## config.mk

```make
export PLATFORM = sky130hd
export DESIGN_NAME = sid_pot
export DESIGN_NICKNAME = d
export VERILOG_FILES = /design/src/rtl/sid_pot.sv
export SDC_FILE = /design/constraint.sdc
export NUM_CORES = 1
export LEC_CHECK = 0
export BUFFER_PORTS_ARGS = -buffer_cell sky130_fd_sc_hd__buf_2
export CAP_MARGIN = 20
export CORE_MARGIN = 2
export CORE_UTILIZATION = 29
export CTS_CLUSTER_DIAMETER = 50
export CTS_CLUSTER_SIZE = 16
export DETAILED_ROUTE_END_ITERATION = 16
export PLACE_DENSITY = 0.45
export SKIP_CTS_REPAIR_TIMING = 1
export SYNTH_ARGS = -nofsm -noshare
export SYNTH_HDL_FRONTEND = slang
export SYNTH_SLANG_ARGS = --single-unit
```

## constraint.sdc

```tcl
create_clock -name clk -period 4.3 [get_ports clk]
set_input_delay 0.215 -clock clk [delete_from_list [all_inputs] [get_ports clk]]
set_output_delay 0.215 -clock clk [all_outputs]
set_load 0.01 [all_outputs]
```

## src/rtl/sid_pot.sv

```systemverilog
// sid_pot: SID POTX/POTY A/D emulation, times RC charge of two pot inputs
//   clk        in   system clock
//   res_n      in   asynchronous active-low reset
//   phi2_tick  in   1-clk strobe per phi2 cycle; all counting is paced by it
//   pot_cmp    in   [0]=X, [1]=Y async comparators, 1 = cap above threshold
//   pot_dis    out  1 = discharge pot caps to ground
//   pot_x      out  last completed X measurement
//   pot_y      out  last completed Y measurement
//   pot_done   out  1-clk pulse when pot_x/pot_y update
module sid_pot #(
   parameter int SYNC_STAGES = 2
) (
   input  logic       clk,
   input  logic       res_n,
   input  logic       phi2_tick,
   input  logic [1:0] pot_cmp,
   output logic       pot_dis,
   output logic [7:0] pot_x,
   output logic [7:0] pot_y,
   output logic       pot_done
);
   typedef enum logic {DISCHARGE, CHARGE} state_t;
   state_t state, state_n;
   logic [SYNC_STAGES-1:0][1:0] sync_q;
   logic [1:0] cmp_s, trip, trip_n;
   logic [7:0] cnt, cnt_n;
   logic [1:0][7:0] cap, cap_n;
   logic fin, fin_n;
   assign cmp_s   = sync_q[SYNC_STAGES-1];
   assign pot_dis = (state == DISCHARGE);
   always_ff @(posedge clk or negedge res_n) begin
      if (!res_n) sync_q <= '0;
      else        sync_q <= {sync_q[SYNC_STAGES-2:0], pot_cmp};
   end
   always_comb begin
      state_n = state;
      cnt_n   = cnt;
      trip_n  = trip;
      cap_n   = cap;
      fin_n   = 1'b0;
      if (phi2_tick) begin
         cnt_n = cnt + 8'd1;
         if (state == DISCHARGE) begin
            if (cnt == 8'hff) begin
               state_n = CHARGE;
               trip_n  = '0;
            end
         end else begin
            for (int i = 0; i < 2; i++)
               if (!trip[i] && cmp_s[i]) begin
                  cap_n[i]  = cnt;
                  trip_n[i] = 1'b1;
               end
            if (cnt == 8'hff) begin
               // sampling above has already run, so only truly untripped channels saturate
               for (int i = 0; i < 2; i++)
                  if (!trip_n[i]) cap_n[i] = 8'hff;
               state_n = DISCHARGE;
               fin_n   = 1'b1;
            end
         end
      end
   end
   always_ff @(posedge clk or negedge res_n) begin
      if (!res_n) begin
         state    <= DISCHARGE;
         cnt      <= '0;
         trip     <= '0;
         cap      <= '0;
         fin      <= 1'b0;
         pot_x    <= '0;
         pot_y    <= '0;
         pot_done <= 1'b0;
      end else begin
         state    <= state_n;
         cnt      <= cnt_n;
         trip     <= trip_n;
         cap      <= cap_n;
         fin      <= fin_n;
         pot_done <= fin;
         // both outputs load from the final captures together, one clk after the last tick
         if (fin) begin
            pot_x <= cap[0];
            pot_y <= cap[1];
         end
      end
   end
endmodule

```

==> flow_metrics.env <==
export IMPL_status="finished, final reports clean"
export IMPL_synth_nets=148
export IMPL_drive_gt1_share_pct=31.55
export IMPL_grt_max_degree=50
export IMPL_leakagePower_nw=1.313
export IMPL_post_place_ws_ns=2.612
export IMPL_diodes=0
export IMPL_die_h_um=86.72
export IMPL_mostFrequentLayoutCell="dfrtp_1"
export IMPL_min_period_ns=1.698
export IMPL_slew_headroom_pct=55.09
export IMPL_setup_violations_final=0
export IMPL_fin_worst_skew_ns=0.002163
export IMPL_crit_required_ns=4.50
export IMPL_timing_fmax_ghz=0.5890
export IMPL_portBuffers=22
export IMPL_final_hold_violation_count=0
export IMPL_slowest_stage="dfrtp_1"
export IMPL_crit_arrival_ns=1.89
export IMPL_cap_violations=0
export IMPL_synth_edf_count=0
export IMPL_die_area_sq_mm=0.007520
export IMPL_placed_area_sq_mm=0.002155
export IMPL_root_buffer="clkbuf_8"
export IMPL_design_area_sq_mm=0.002281
export IMPL_cp_max_fo=5
export IMPL_grt_pass1_wl_mm=5.720
export IMPL_fin_nets=175
export IMPL_ios=23
export IMPL_ant_nets=0
export IMPL_htreeDepth=2
export IMPL_overflow=0
export IMPL_period_share_pct=39.48
export IMPL_final_cell_mix="dfrtp_1 (49), buf_2 (22), nand2_1 (21)"
export IMPL_gp_routability_congestion=0.7134
export IMPL_wl_per_cell_um=13.49
export IMPL_rows=30
export IMPL_synthCells=141
export IMPL_ys_types=25
export IMPL_peakVddDrop_mv=0.1503
export IMPL_die_w_um=86.72
export IMPL_start_util_pct=29.53
export IMPL_rsz0062_at_grt="false"
export IMPL_syn_avg_cell_area_sq_um=14.07
export IMPL_max_stage_delay_ns=0.45
export IMPL_synth_warnings=0
export IMPL_area_delta_synth_final_pct=14.94
export IMPL_grt_pass1_vias=1167
export IMPL_synth_seq_cells=49
export IMPL_final_max_slew_violation_count=0
export IMPL_cp_end_kind="flip-flop"
export IMPL_netlist_area_sq_mm=0.001984
export IMPL_first_pass_iters=4
export IMPL_drc_errors=0
export IMPL_cp_start_kind="flip-flop"
export IMPL_hpwl_mm=2.293
export IMPL_async_flop_share_pct=100.0
export IMPL_vias_per_cell=4.472
export IMPL_vias=1109
export IMPL_core_sq_mm=0.006719
export IMPL_cts_made_buffers=5
export IMPL_ys_flop_type="dfrtp_1"
export IMPL_antenna_found_initial=0
export IMPL_cts_clk_slew_worst_paths_ns=0.08
export IMPL_power_density_mw_per_mm2=479.2
export IMPL_cts_max_path_buffers=2
export IMPL_cts_sinks=49
export IMPL_final_setup_worst_slack_ns=2.602
export IMPL_hold_path_class="primary input to flip-flop"
export IMPL_crit_chain="ha_1 -> and3_4 -> nand2_1 -> ha_1 -> nor2b_1 -> and2_1 -> nor2_1"
export IMPL_synth_seq_area_share_pct=61.79
export IMPL_cts_tree="built"
export IMPL_track_usage_pct=9.930
export IMPL_worstSetupPathType="flip-flop to flip-flop"
export IMPL_insertion_delay_ns=0.30
export IMPL_wl_mm=3.346
export IMPL_worstMarginPinSlew_ns=0.6737
export IMPL_first_iter_violations=54
export IMPL_path_common_cell="ha_1"
export IMPL_tns_ns=0
-- synthesized netlist by cell type (2+ instances only) --
master,n,area share [%]
and2_1,2,0.63
buf_6,2,1.1
and3_1,2,0.63
a21oi_1,2,0.50
nand4_4,2,2.1
mux2i_1,16,8.1
xnor2_1,4,1.8
ha_1,2,1.3
nand4_1,2,0.63
buf_2,2,0.50
dfrtp_1,49,62
xor2_1,3,1.3
nor2_1,5,0.95
mux2_2,17,9.6
nand2_1,21,4.0
-- path summary, 6_finish.rpt --
| check | startpoint | endpoint | slack, ns | cells past startpoint |
|---|---|---|---|---|
| max reg2reg | cnt[1] | trip[0] | 2.60 | 7 |
| min reg2reg | sync_q[0] | cmp_s[0] | 0.35 | 0 |
| max | cnt[1] | trip[0] | 2.60 | 7 |
| min in group asynchronous | res_n | trip[0] | 0.34 | 2 |
| min | pot_cmp[1] | sync_q[1] | 0.01 | 1 |
| max in group asynchronous | res_n | pot_x[7] | 3.47 | 3 |
-- state kept, by name (all words and copies together), names as in the netlist, 2 cells and up --
name and flops:
pot_y 8, cap 16, cmp_s 2, cnt 8
trip 2, pot_x 8, sync_q 2
-- cell type report --
class	instances	area (sq um)
Fill cell	670	4438
Tap cell	80	100.1
Inverter	1	3.754
Sequential cell	49	1226
Timing Repair Buffer	25	150.1
Multi-Input combinational cell	86	714.4
Clock buffer	7	86.33
-- critical path: cells and delay by family, from the launching register on --
family        cells  cell delay (ns)
fa+ha+maj         2             0.41
simple gates      5             0.73
flops             1             0.45
-- stage by stage --
step | hold slack [ns] | total power (W) | cells | utilization, %
finish | 0.01462 | 0.001093 | 248 | 33.95
global placement | 0.3236 | 0.0008227 | 238 | 32.07
floorplan | -0.08059 | 0.0007668 | 141 | -
CTS | 0.005165 | 0.001106 | 245 | 33.35
global route | 0.002869 | 0.001167 | 248 | 33.95
detailed placement | 0.3248 | 0.0008298 | 238 | 32.07
-- routing by layer --
| layer | share of wire (%) | GRT usage, % | wire (um) |
|---|---|---|---|
| met5 | 0 | 0 | 0 |
| met4 | 2.4 | 5.114 | 80 |
| met3 | 3.2 | 2.571 | 108 |
| met2 | 46 | 15.87 | 1531 |
| met1 | 49 | 12.36 | 1625 |
-- logic make-up after synthesis --
| group | share of synthesized area (%) |
|---|---|
| XOR/XNOR | 3.090 |
| flip-flops | 61.79 |
| multiplexers | 17.72 |
| AND/OR/NAND/NOR | 13.18 |
| buffers and inverters | 2.207 |
| AO/OA/AOI/OAI | 0.7564 |
| adder cells (fa/ha/maj) | 1.261 |
-- report_power, final --
group	leakage (nW)	internal (W)	switching [W]
Sequential	0.644	0.000556	0.000100
Combinational	0.625	0.0000871	0.0000771
Clock	0.0443	0.000128	0.000145
No activity file was read; power rests on OpenSTA's default activity.
